**config.mk**
```make
export PLATFORM = sky130hd
export DESIGN_NAME = prod_accum_flat
export DESIGN_NICKNAME = d
export VERILOG_FILES = /design/src/rtl/prod_accum_pkg.sv /design/src/rtl/prod_accum_if.sv /design/src/rtl/prod_accum_sat_add.sv /design/src/rtl/prod_accum.sv /design/src/flat_wrapper.sv
export SDC_FILE = /design/constraint.sdc
export NUM_CORES = 1
export LEC_CHECK = 0
export ABC_AREA = 1
export CAP_MARGIN = 30
export CORE_MARGIN = 4
export CORE_UTILIZATION = 35
export CTS_BUF_LIST = sky130_fd_sc_hd__clkbuf_4
export CTS_CLUSTER_SIZE = 40
export DETAILED_ROUTE_END_ITERATION = 7
export GPL_ROUTABILITY_DRIVEN = 0
export GPL_TIMING_DRIVEN = 0
export PLACE_DENSITY_LB_ADDON = 0.08
export SETUP_SLACK_MARGIN = 0.4
export SLEW_MARGIN = 20
export SYNTH_ARGS = -nofsm -noshare
export SYNTH_HDL_FRONTEND = slang
export SYNTH_SLANG_ARGS = --single-unit
export TNS_END_PERCENT = 30
```
**constraint.sdc**
```tcl
create_clock -name clk -period 2.25 [get_ports clk]
set_input_delay 0.675 -clock clk [delete_from_list [all_inputs] [get_ports clk]]
set_output_delay 0.675 -clock clk [all_outputs]
set_load 0.05 [all_outputs]
```
**src/rtl/prod_accum_pkg.sv**
```systemverilog
// Shared types and helpers for the saturating product accumulator.
// The helpers take widths as arguments so each instance can size its own limits.
package prod_accum_pkg;

    typedef enum logic [0:0] {ST_ACC, ST_HOLD} state_e;

    // Largest positive value of a w-bit two's-complement number, right-aligned in 32 bits.
    function automatic logic [31:0] acc_max(input int unsigned w);
        return (32'd1 << (w - 1)) - 32'd1;
    endfunction

    // Most negative w-bit value, sign-extended to 32 bits; truncation to w bits yields 10..0.
    function automatic logic [31:0] acc_min(input int unsigned w);
        return 32'hffff_ffff << (w - 1);
    endfunction

    // Sign-extend the low w bits of v to 33 bits.
    function automatic logic [32:0] sext(input logic [31:0] v, input int unsigned w);
        logic [32:0] r;
        r = {1'b0, v};
        for (int unsigned i = 0; i < 33; i++) begin
            if (i >= w) r[i] = v[5'(w - 1)];
        end
        return r;
    endfunction

endpackage

```
**src/rtl/prod_accum_if.sv**
```systemverilog
// Product-in / frame-result-out handshake bundle of the accumulator.
// master = upstream multiplier plus result consumer; slave = accumulator.
interface prod_accum_if #(
    parameter int unsigned P_W   = 16,
    parameter int unsigned ACC_W = 24,
    parameter int unsigned CNT_W = 8
);
    logic             in_valid;
    logic             in_ready;
    logic [P_W-1:0]   in_p;
    logic             in_last;
    logic             out_valid;
    logic             out_ready;
    logic [ACC_W-1:0] out_sum;
    logic [CNT_W-1:0] out_cnt;
    logic             out_ovf;

    modport master (
        output in_valid, in_p, in_last, out_ready,
        input  in_ready, out_valid, out_sum, out_cnt, out_ovf
    );

    modport slave (
        input  in_valid, in_p, in_last, out_ready,
        output in_ready, out_valid, out_sum, out_cnt, out_ovf
    );
endinterface

```
**src/rtl/prod_accum_sat_add.sv**
```systemverilog
// Combinational saturating add of a sign-extended product onto the accumulator.
// The sum is formed one bit wider than the accumulator so overflow is never lost.
module prod_accum_sat_add
    import prod_accum_pkg::*;
#(
    parameter int unsigned P_W   = 16,
    parameter int unsigned ACC_W = 24
) (
    input  logic [ACC_W-1:0] acc,
    input  logic [P_W-1:0]   p,
    output logic [ACC_W-1:0] sum,
    output logic             clamp
);
    localparam logic [ACC_W-1:0] AccMax = ACC_W'(acc_max(ACC_W));
    localparam logic [ACC_W-1:0] AccMin = ACC_W'(acc_min(ACC_W));

    logic [ACC_W:0] p_ext;
    logic [ACC_W:0] full;

    assign p_ext = (ACC_W + 1)'(sext(32'(p), P_W));
    assign full  = {acc[ACC_W-1], acc} + p_ext;

    // Top two bits disagree exactly when the result leaves the ACC_W-bit range.
    always_comb begin
        clamp = full[ACC_W] ^ full[ACC_W-1];
        sum   = full[ACC_W-1:0];
        if (clamp) begin
            sum = full[ACC_W] ? AccMin : AccMax;
        end
    end
endmodule

```
**src/rtl/prod_accum.sv**
```systemverilog
// Frame accumulator: sums signed products with saturation and a sticky clamp flag,
// then holds the frame result until the consumer takes it.
module prod_accum
    import prod_accum_pkg::*;
#(
    parameter int unsigned P_W   = 16,
    parameter int unsigned ACC_W = 24,
    parameter int unsigned CNT_W = 8
) (
    input  logic         clk,
    input  logic         rst_n,
    prod_accum_if.slave  bus
);
    state_e state_q, state_d;

    logic [ACC_W-1:0] acc_q;
    logic [CNT_W-1:0] cnt_q;
    logic             ovf_q;
    logic [ACC_W-1:0] out_sum_q;
    logic [CNT_W-1:0] out_cnt_q;
    logic             out_ovf_q;

    logic [ACC_W-1:0] sum_nxt;
    logic             clamp;
    logic [CNT_W-1:0] cnt_nxt;
    logic             ovf_nxt;
    logic             in_ready;
    logic             out_valid;
    logic             take;

    prod_accum_sat_add #(
        .P_W   (P_W),
        .ACC_W (ACC_W)
    ) u_sat_add (
        .acc   (acc_q),
        .p     (bus.in_p),
        .sum   (sum_nxt),
        .clamp (clamp)
    );

    assign take    = bus.in_valid & in_ready;
    assign cnt_nxt = (cnt_q == {CNT_W{1'b1}}) ? cnt_q : cnt_q + CNT_W'(1);
    assign ovf_nxt = ovf_q | clamp;

    always_ff @(posedge clk or negedge rst_n) begin
        if (!rst_n) begin
            state_q <= ST_ACC;
        end else begin
            state_q <= state_d;
        end
    end

    always_comb begin
        state_d = state_q;
        unique case (state_q)
            ST_ACC:  if (take && bus.in_last) state_d = ST_HOLD;
            ST_HOLD: if (bus.out_ready)       state_d = ST_ACC;
            default: state_d = ST_ACC;
        endcase
    end

    // Handshake outputs decode only the state register, never the live inputs.
    always_comb begin
        in_ready  = (state_q == ST_ACC);
        out_valid = (state_q == ST_HOLD);
    end

    always_ff @(posedge clk or negedge rst_n) begin
        if (!rst_n) begin
            acc_q     <= '0;
            cnt_q     <= '0;
            ovf_q     <= 1'b0;
            out_sum_q <= '0;
            out_cnt_q <= '0;
            out_ovf_q <= 1'b0;
        end else if (take) begin
            if (bus.in_last) begin
                out_sum_q <= sum_nxt;
                out_cnt_q <= cnt_nxt;
                out_ovf_q <= ovf_nxt;
                acc_q     <= '0;
                cnt_q     <= '0;
                ovf_q     <= 1'b0;
            end else begin
                acc_q     <= sum_nxt;
                cnt_q     <= cnt_nxt;
                ovf_q     <= ovf_nxt;
            end
        end
    end

    assign bus.in_ready  = in_ready;
    assign bus.out_valid = out_valid;
    assign bus.out_sum   = out_sum_q;
    assign bus.out_cnt   = out_cnt_q;
    assign bus.out_ovf   = out_ovf_q;
endmodule

```
**src/flat_wrapper.sv**
```systemverilog
// flat-port wrapper written by rule: the top's interface ports become plain ports
module prod_accum_flat import prod_accum_pkg::*;
#(
    parameter int unsigned P_W   = 16,
    parameter int unsigned ACC_W = 24,
    parameter int unsigned CNT_W = 8
)
  (clk, rst_n, bus_in_valid, bus_in_p, bus_in_last, bus_out_ready, bus_in_ready, bus_out_valid, bus_out_sum, bus_out_cnt, bus_out_ovf);
  prod_accum_if #(.P_W(P_W), .ACC_W(ACC_W), .CNT_W(CNT_W)) bus_i ();
  input  logic clk;
  input  logic rst_n;
  input wire logic [$bits(bus_i.in_valid)-1:0] bus_in_valid;
  input wire logic [$bits(bus_i.in_p)-1:0] bus_in_p;
  input wire logic [$bits(bus_i.in_last)-1:0] bus_in_last;
  input wire logic [$bits(bus_i.out_ready)-1:0] bus_out_ready;
  output wire logic [$bits(bus_i.in_ready)-1:0] bus_in_ready;
  output wire logic [$bits(bus_i.out_valid)-1:0] bus_out_valid;
  output wire logic [$bits(bus_i.out_sum)-1:0] bus_out_sum;
  output wire logic [$bits(bus_i.out_cnt)-1:0] bus_out_cnt;
  output wire logic [$bits(bus_i.out_ovf)-1:0] bus_out_ovf;
  assign bus_i.in_valid = bus_in_valid;
  assign bus_i.in_p = bus_in_p;
  assign bus_i.in_last = bus_in_last;
  assign bus_i.out_ready = bus_out_ready;
  assign bus_in_ready = bus_i.in_ready;
  assign bus_out_valid = bus_i.out_valid;
  assign bus_out_sum = bus_i.out_sum;
  assign bus_out_cnt = bus_i.out_cnt;
  assign bus_out_ovf = bus_i.out_ovf;
  prod_accum #(.P_W(P_W), .ACC_W(ACC_W), .CNT_W(CNT_W)) u_core (.clk(clk), .rst_n(rst_n), .bus(bus_i));
endmodule
```
==> impl_metrics.toml <==
[worst_setup_path]
crit_start = "bus_in_p[2]"
cp.required_ns = 2.60
cpLargestDelayFamily = "buffers and inverters"
timing.rr.start = "u_core.acc_q[0]$_DFFE_PN0P_"
rr_worst_depth = 17
critPathBufInv = 4
crit_path_end = "u_core.bus.out_sum[8]$_DFFE_PN0P_"
critPathMaxFanout = 6
slowest_stage = "clkdlybuf4s50_1"
cp.depth = 14
path_cells = "clkdlybuf4s50_1 -> ha_4 -> or2_1 -> nand3_1 -> nand2_2 -> nand2_1 -> nand4_1 -> buf_4 -> nand4_4 -> buf_12 -> buf_12 -> nand2_4 -> nand2_2 -> nand2_1"
cp_data_arrival_time_ns = 2.83
end_kind = "flop"
critPathLaunchType = "input pin"
r2r_setup_slack_ns = -0.18
max_stage_delay_ns = 0.52
critPathKind = "in2reg"
reg2reg_to = "u_core.bus.out_sum[16]$_DFFE_PN0P_"

[yosys]
synth_compound_area_share_pct = 7.71
synth_simple_gate_area_share_pct = 36.0
syn_area_mm2 = 0.00443
ys.flop_type = "dfrtp_1"
synth_edf_count = 0
synthArstFlopShare_pct = 100
synth_fa_ha_area_share_pct = 7.51
avgSynthCellArea_um2 = 6.75
ys_seq_area_share_pct = 37.8
synth_top_area_cell = "dfrtp_1"
yosysTopAreaCellShare_pct = 37.8
synth_top_family_by_area = "simple AND/OR/NAND/NOR gates"
synth.area.top_cells = "dfrtp_1, nand2_1, ha_1"
synth.area.mux_share_pct = 0
syn_inst = 657
ys.warnings.count = 0
ys_ff_latch = 67
synth_cell_types = 26
syn_nets = 704
synthXorXnorAreaFrac_pct = 3.56

[timing]
min_period_ns = 2.48
grt_setup_unrepaired = "yes"
timing.slew.headroom_pct = 51.9
period_share_pct = 110
hold_viol = 0
skew_ns = 0.0187
tightest_slew_ns = 0.721
fmax_mhz = 403
layout_setup_ws_ns = -0.232
setup_viol = 50
slew_viol_final = 0

[floorplan]
rows = 40
die_w_um = 121
die_y_um = 121
design.portCount = 56
dieArea_mm2 = 0.0145
start_util_pct = 36.3
coreArea_mm2 = 0.0122

[grt]
grt_max_degree = 52
grt_usage_pct = 19.4
antenna_found_initial = 0
grt_pass1_vias = 4565
gr-total-overflow = 0
grt_pass1_wl_um = 22300

[clock_network]
cts_root_buf = "clkbuf_4"
clock_latency_ns = 0.46
htreeDepth = 3
cts_tree = "done"
clock_path_buffers = 2
cts_sinks = 67
clk_pin_slew_ns = 0.11
numCtsBuffers = 9

[finish]
seq_area_mm2 = 0.00168
syn2layout_area_growth_pct = 41.2
nFillCells = 1254
multi_input_area_mm2 = 0.00305
n_antenna_cell = 0
final_cells = 939
fin_util_pct = 51.2
nNetsFinal = 813
drive_above_1_share_pct = 28.0

[route]
first_pass_iters = 4
drc_errors = 0
totalWireLength_um = 13900
wl_per_cell_um = 14.7
drt_iter0_drc = 228
via_per_inst = 4.88
vias = 4582
ant_nets = 0

[outcome]
violations = "negative setup slack"
status = "finished with violations"

[worst_hold_path]
hold_class = "in2async"

[power_and_ir_drop]
peakVddDrop_mv = 0.558
pwr_density_cell_mw_per_mm2 = 1590
p_total_uw = 9970
power.leakage_uw = 0.00330

[placed_design]
io_buffers = 55
placed_cells = 881
hpwl_um = 9780

[flow_run]
maxCapViolCount = 0
power breakdown:
part | total, uW | internal, uW | switching [uW] | leakage (uW)
sequential | 1990 | 1650 | 333 | 0.000861
combinational | 7260 | 2960 | 4300 | 0.00238
clock | 714 | 246 | 468 | 0.0000623
area by class of cell:
class | instances | share of cell area, %
multi-input cells | 507 | 48.7
flip-flops and latches | 67 | 26.8
repair buffers | 98 | 13.3
inverters | 69 | 4.22
well taps | 168 | 3.36
plain buffers | 14 | 1.84
clock buffers | 11 | 1.32
clock inverters | 5 | 0.460
layout by cell type, fill, tap and decap left out, types with 6 or more instances in the layout:
cell type / n
buf_2: 32
o21ai_0: 19
nand2_4: 15
xor2_1: 12
dlygate4sd2_1: 12
nand3_2: 7
dfrtp_1: 67
a21oi_1: 24
nand2_1: 262
clkbuf_4: 15
ha_4: 22
nor2_1: 25
o21bai_1: 6
xnor2_1: 6
buf_4: 34
nand2_2: 40
nand3_1: 17
nand4_1: 11
clkbuf_1: 6
inv_1: 64
synthesized netlist by cell type, types with 2 or more instances:
cell      instances
nand4_1          11
nor3_1            6
xor2_1           12
nand3_1          24
a21oi_1          29
o21ai_0          24
nor2_1           31
xnor2_1           6
a31oi_1           2
o22ai_1           3
buf_6             2
inv_1            69
o21bai_1          6
nand2_1         317
nor2_2            2
ha_1             25
or2_2             3
dfrtp_1          67
clkbuf_1         10
buf_2             2
how the worst min path moves through the flow:
stage / start / end / slack (ns) / cells past startpoint
after detailed placement: u_core.bus.out_sum[2]$_DFFE_PN0P_ / u_core.bus.out_sum[2]$_DFFE_PN0P_ / 0.46 / 2
after floorplan: rst_n / u_core.acc_q[0]$_DFFE_PN0P_ / 0.38 / 0
final: rst_n / u_core.acc_q[4]$_DFFE_PN0P_ / 0.09 / 1
after CTS: rst_n / u_core.acc_q[4]$_DFFE_PN0P_ / 0.05 / 1
after global routing: rst_n / u_core.acc_q[4]$_DFFE_PN0P_ / 0.05 / 1
after global placement: u_core.bus.out_sum[10]$_DFFE_PN0P_ / u_core.bus.out_sum[10]$_DFFE_PN0P_ / 0.47 / 2
registers in the layout (all words and copies together) (netlist names):
signal and flops:
u_core.bus.out_ovf 1, u_core.cnt_q 8, u_core.bus.out_cnt 8, u_core.bus.out_sum 24, u_core.bus.out_valid 1, u_core.ovf_q 1
u_core.acc_q 24
kinds of logic (layout without fill, tap and decap cells):
logic type / after synthesis / in the layout
flops: 67 / 67
fa+ha+maj: 26 / 26
buf+inv: 83 / 197
compound gates: 64 / 64
simple gates: 399 / 399
xor+xnor: 18 / 18
per-layer routing:
metal | routed length [um] | GRT usage, %
met5 | 0 | 0
met3 | 623 | 4.40
met1 | 6580 | 26.5
met4 | 377 | 6.52
met2 | 6270 | 30.2
timing repair:
action | in CTS | in global routing
gates cloned | 2 | 2
resized for setup | 322 | 33
hold buffers | 0 | 0
pin swaps | 40 | 42
hold endpoints to repair | 0 | 0
setup endpoints to repair | 101 | 62
setup buffers | 34 | 4
per-stage QoR:
step	setup TNS [ns]	area [um^2]	hold WS [ns]	worst slack [ns]
after detailed placement	-62.16	5250	0.464	-1.14
after global routing	-13.22	6260	0.0473	-0.305
final	-9.72	6260	0.0856	-0.232
after global placement	-185.33	5220	0.465	-1.86
after floorplan	-4.97	4460	0.379	-0.125
after CTS	-6.38	6070	0.0536	-0.159
No activity file was read; power rests on OpenSTA's default activity.
==> RTL edit 1 (same flow settings) <==
`P_W` is set to 16 in 4 places; all go to 32.
--- a/src/rtl/prod_accum_if.sv
+++ b/src/rtl/prod_accum_if.sv
@@ -1,7 +1,7 @@
 // Product-in / frame-result-out handshake bundle of the accumulator.
 // master = upstream multiplier plus result consumer; slave = accumulator.
 interface prod_accum_if #(
-    parameter int unsigned P_W   = 16,
+    parameter int unsigned P_W   = 32,
     parameter int unsigned ACC_W = 24,
     parameter int unsigned CNT_W = 8
 );
--- a/src/rtl/prod_accum_sat_add.sv
+++ b/src/rtl/prod_accum_sat_add.sv
@@ -3,7 +3,7 @@
 module prod_accum_sat_add
     import prod_accum_pkg::*;
 #(
-    parameter int unsigned P_W   = 16,
+    parameter int unsigned P_W   = 32,
     parameter int unsigned ACC_W = 24
 ) (
     input  logic [ACC_W-1:0] acc,
--- a/src/rtl/prod_accum.sv
+++ b/src/rtl/prod_accum.sv
@@ -3,7 +3,7 @@
 module prod_accum
     import prod_accum_pkg::*;
 #(
-    parameter int unsigned P_W   = 16,
+    parameter int unsigned P_W   = 32,
     parameter int unsigned ACC_W = 24,
     parameter int unsigned CNT_W = 8
 ) (
--- a/src/flat_wrapper.sv
+++ b/src/flat_wrapper.sv
@@ -1,7 +1,7 @@
 // flat-port wrapper written by rule: the top's interface ports become plain ports
 module prod_accum_flat import prod_accum_pkg::*;
 #(
-    parameter int unsigned P_W   = 16,
+    parameter int unsigned P_W   = 32,
     parameter int unsigned ACC_W = 24,
     parameter int unsigned CNT_W = 8
 )
Ports: changed (resized bus_in_p); port bits go from 56 to 72. The function was not compared with the original's and may differ.
==> RTL edit 1 against the unedited design <==
- largest cell class unchanged
- register-to-register slack better by 0.14 ns
- cell count is 0.53% higher
- routed wire length is 1.4% higher
- highest routed layer unchanged
- worst setup slack better by 0.15 ns
- critical path depth is 5 higher
- largest power group unchanged
- final area is 2.6% higher
- area after synthesis is 4.6% higher
- clock power is 28% higher
- the run still ends with negative setup slack left
- sequential cell count stayed put
- non-clock buffer count is 7 lower
- power is 3.4% lower
==> RTL edit 1: results <==
layout:
  multi_input_comb_cells: 518
  nets: 830
  drive_above_1_share_pct: 29.92
  sh_seq_area_pct: 26.10
  inv_count: 66
  multiInputGateArea_um2: 3293
  buffers: 105
  buffer_area_share_pct: 12.95
synth:
  yosysUniqueCellTypes: 31
  syn_avg_cell_area_um2: 6.962
  synth_common_cells: "nand2_1 (286), dfrtp_1 (67), inv_1 (66)"
  synth_top_cells_by_area: "dfrtp_1 (36%), nand2_1 (23%), ha_1 (6.7%)"
worst_setup_path:
  cp-endpoint: "u_core.bus.out_sum[11]$_DFFE_PN0P_"
  cp_max_fo: 5
  cp_slowest_stage_delay_ns: 0.37
  worstSetupStartpoint: "bus_in_p[0]"
  rr_worst_depth: 18
sta:
  hold-worst-slack_ns: 0.09784
  tightest_slew_ns: 0.6045
  tns_ns: -2.080
  worst_slack_ns: -0.08112
  setup_violations: 47
pwr:
  p_leak_nw: 3.338
  max-vdd-ir-drop_v: 0.0005423
route:
  wirelength_um: 14050
  dr_wl_met3_um: 518
  wl_met1_um: 6657
  dr.pass1.iters: 7
  met2_length_um: 6572
global_route:
  grtUsageTotal_pct: 19.17
  grt_use_met3_pct: 3.660
  use_met2_pct: 30.27
placement:
  portBuffers: 64
  dpl.cell_count: 903
  pre_cts_slack_ns: -1.085
  placed_area_um2: 5553
clocking:
  clk_latency_ns: 0.42
  cts_setup_buffers: 18
status:
  outcome: "finished, violations left"
  violations: "negative setup slack"
==> RTL edit 1: changes by cell type in the layout (fill, tap and decap cells not counted), moves of 6 or more <==
cell and delta:
clkbuf_4 -6, nand2_1 -17, buf_4 -11, dlygate4sd2_1 +11, buf_2 +6, nand2_2 +16, nand2_4 +8
==> RTL edit 1: power by group <==
part	total [mW]	leakage (nW)	internal [mW]	switching (mW)
combinational	6.76	2.38	2.55	4.21
clock	0.913	0.0877	0.449	0.465
sequential	1.96	0.866	1.62	0.333
==> RTL edit 1: logic make-up (layout without fill, tap and decap cells) <==
group	Yosys count	in the layout	synth area share, %
XOR/XNOR	18	18	3.400
adder cells (fa/ha/maj)	26	26	7.178
flip-flops	67	67	36.16
AO/OA/AOI/OAI	65	65	7.636
buffers and inverters	81	187	7.313
AND/OR/NAND/NOR	409	409	38.32
==> RTL edit 2 (same settings) <==
Without the edit above. Make the reset (`rst_n`) synchronous in 2 clocked blocks.
--- a/src/rtl/prod_accum.sv
+++ b/src/rtl/prod_accum.sv
@@ -42,7 +42,7 @@
     assign cnt_nxt = (cnt_q == {CNT_W{1'b1}}) ? cnt_q : cnt_q + CNT_W'(1);
     assign ovf_nxt = ovf_q | clamp;
 
-    always_ff @(posedge clk or negedge rst_n) begin
+    always_ff @(posedge clk) begin
         if (!rst_n) begin
             state_q <= ST_ACC;
         end else begin
@@ -65,7 +65,7 @@
         out_valid = (state_q == ST_HOLD);
     end
 
-    always_ff @(posedge clk or negedge rst_n) begin
+    always_ff @(posedge clk) begin
         if (!rst_n) begin
             acc_q     <= '0;
             cnt_q     <= '0;
Check against the original RTL: differs if rst_n is asserted again (counterexample within 4 cycles, from zero or initial values and one cycle with rst_n low); with rst_n held inactive, the same outputs for 4 cycles.
==> RTL edit 2 against the unedited design <==
- the run still ends with negative setup slack left
- sequential share of layout area down 6.1 points
- routed wire length up 0.81%
- sequential cell count unchanged
- die area up 0.16%
- critical endpoint is now u_core.acc_q[5]$_SDFFE_PN0P_
- area after synthesis up 0.17%
- clock skew up 0.0023 ns
- worst setup slack better by 0.17 ns
- largest cell class unchanged
- count of clock-buffer cells in the layout down 2
- highest routed layer unchanged
- critical path type unchanged
- final area up 4.1%
Power is not compared: it rests on default switching activity, and its combinational part moved more than twofold at a synthesized area within 25%.
==> RTL edit 2: results <==
worst_setup_path:
  rrSetupSlack_ns: -0.05
  r2r-start: "u_core.acc_q[0]$_SDFFE_PN0P_"
  critPathTopFamily: "simple AND/OR/NAND/NOR gates"
  worstSetupStartpoint: "bus_in_p[12]"
  rr_worst_depth: 18
  worstPathArrival_ns: 2.64
  cp_slowest_stage_delay_ns: 0.31
  critPathSlowestCell: "ha_4"
  rr_endpoint: "u_core.acc_q[5]$_SDFFE_PN0P_"
sta:
  hold-worst-slack_ns: 0.4515
  worst_slack_ns: -0.06089
  setup_violations: 31
  tightest_slew_ns: 0.7672
  tns_ns: -0.9556
  skew_ns: 0.02094
status:
  violations: "negative setup slack"
  outcome: "finished, violations left"
placement:
  portBuffers: 55
  placed_area_um2: 5230
  pre_cts_slack_ns: -1.166
  dpl.cell_count: 887
  hpwl_um: 9676
synth:
  synth_common_cells: "nand2_1 (253), dfxtp_1 (67), inv_1 (58)"
  synth_compound_area_share_pct: 12.71
  synth_ff_type: "dfxtp_1"
  seq_area_frac_synth_pct: 30.21
  syn_inst: 664
  syn-cell-area_um2: 4439
  synthesis.nets: 711
  yosysUniqueCellTypes: 38
  yosys.area_share.adder_pct: 7.497
  async_flop_share_pct: 0
  synth_xor_area_share_pct: 3.551
  synth_top_cells_by_area: "dfxtp_1 (30%), nand2_1 (21%), ha_1 (7.0%)"
global_route:
  grt_start_max_net_pins: 13
  grt_pass1_wl_um: 22860
  grt_pass1_vias: 4667
  grtUsageTotal_pct: 19.78
route:
  dr.pass1.iters: 5
  drt_iter0_drc: 311
  wl_per_cell_um: 14.77
  wirelength_um: 13960
  vias: 4610
layout:
  multi_input_comb_cells: 514
  nets: 819
  drive_above_1_share_pct: 40.15
  regArea_um2: 1350
  final-clk-cell-share_pct: 2.459
  inv_count: 64
  buffers: 116
  multi_input_area_share_pct: 55.09
  buffer_area_share_pct: 14.79
  nClkBuffers: 9
  n_fill_cell: 1244
  sh_seq_area_pct: 20.73
min_path:
  min_path_type: "reg -> reg"
clocking:
  htree_levels: 3
  clk_latency_ns: 0.47
  clkTransAtPathRegs_ns: 0.14
## RTL edit 2: worst max-delay path by stage
stage,to,cells after the start
6_report,u_core.acc_q[5]$_SDFFE_PN0P_,16
2_1_floorplan,u_core.acc_q[4]$_SDFFE_PN0P_,18
3_5_place_dp,u_core.acc_q[0]$_SDFFE_PN0P_,15
5_1_grt,u_core.acc_q[14]$_SDFFE_PN0P_,18
4_1_cts,u_core.acc_q[5]$_SDFFE_PN0P_,18
3_3_place_gp,u_core.acc_q[0]$_SDFFE_PN0P_,15
## RTL edit 2: what timing repair did
item / CTS / global route
cloned: 4 / 0
resized for setup: 333 / 81
pin swaps: 46 / 52
setup endpoints to repair: 93 / 61
setup buffers: 30 / 8
## RTL edit 2: layer usage
metal / vias to the layer above / share of wire (%) / global-route usage, %
met1: 2140 / 47 / 25.70
met4: 0 / 3.9 / 9.207
met2: 107 / 45 / 31.71
li1: 2330 / - / -
met3: 33 / 4.0 / 3.648
met5: - / 0 / 0
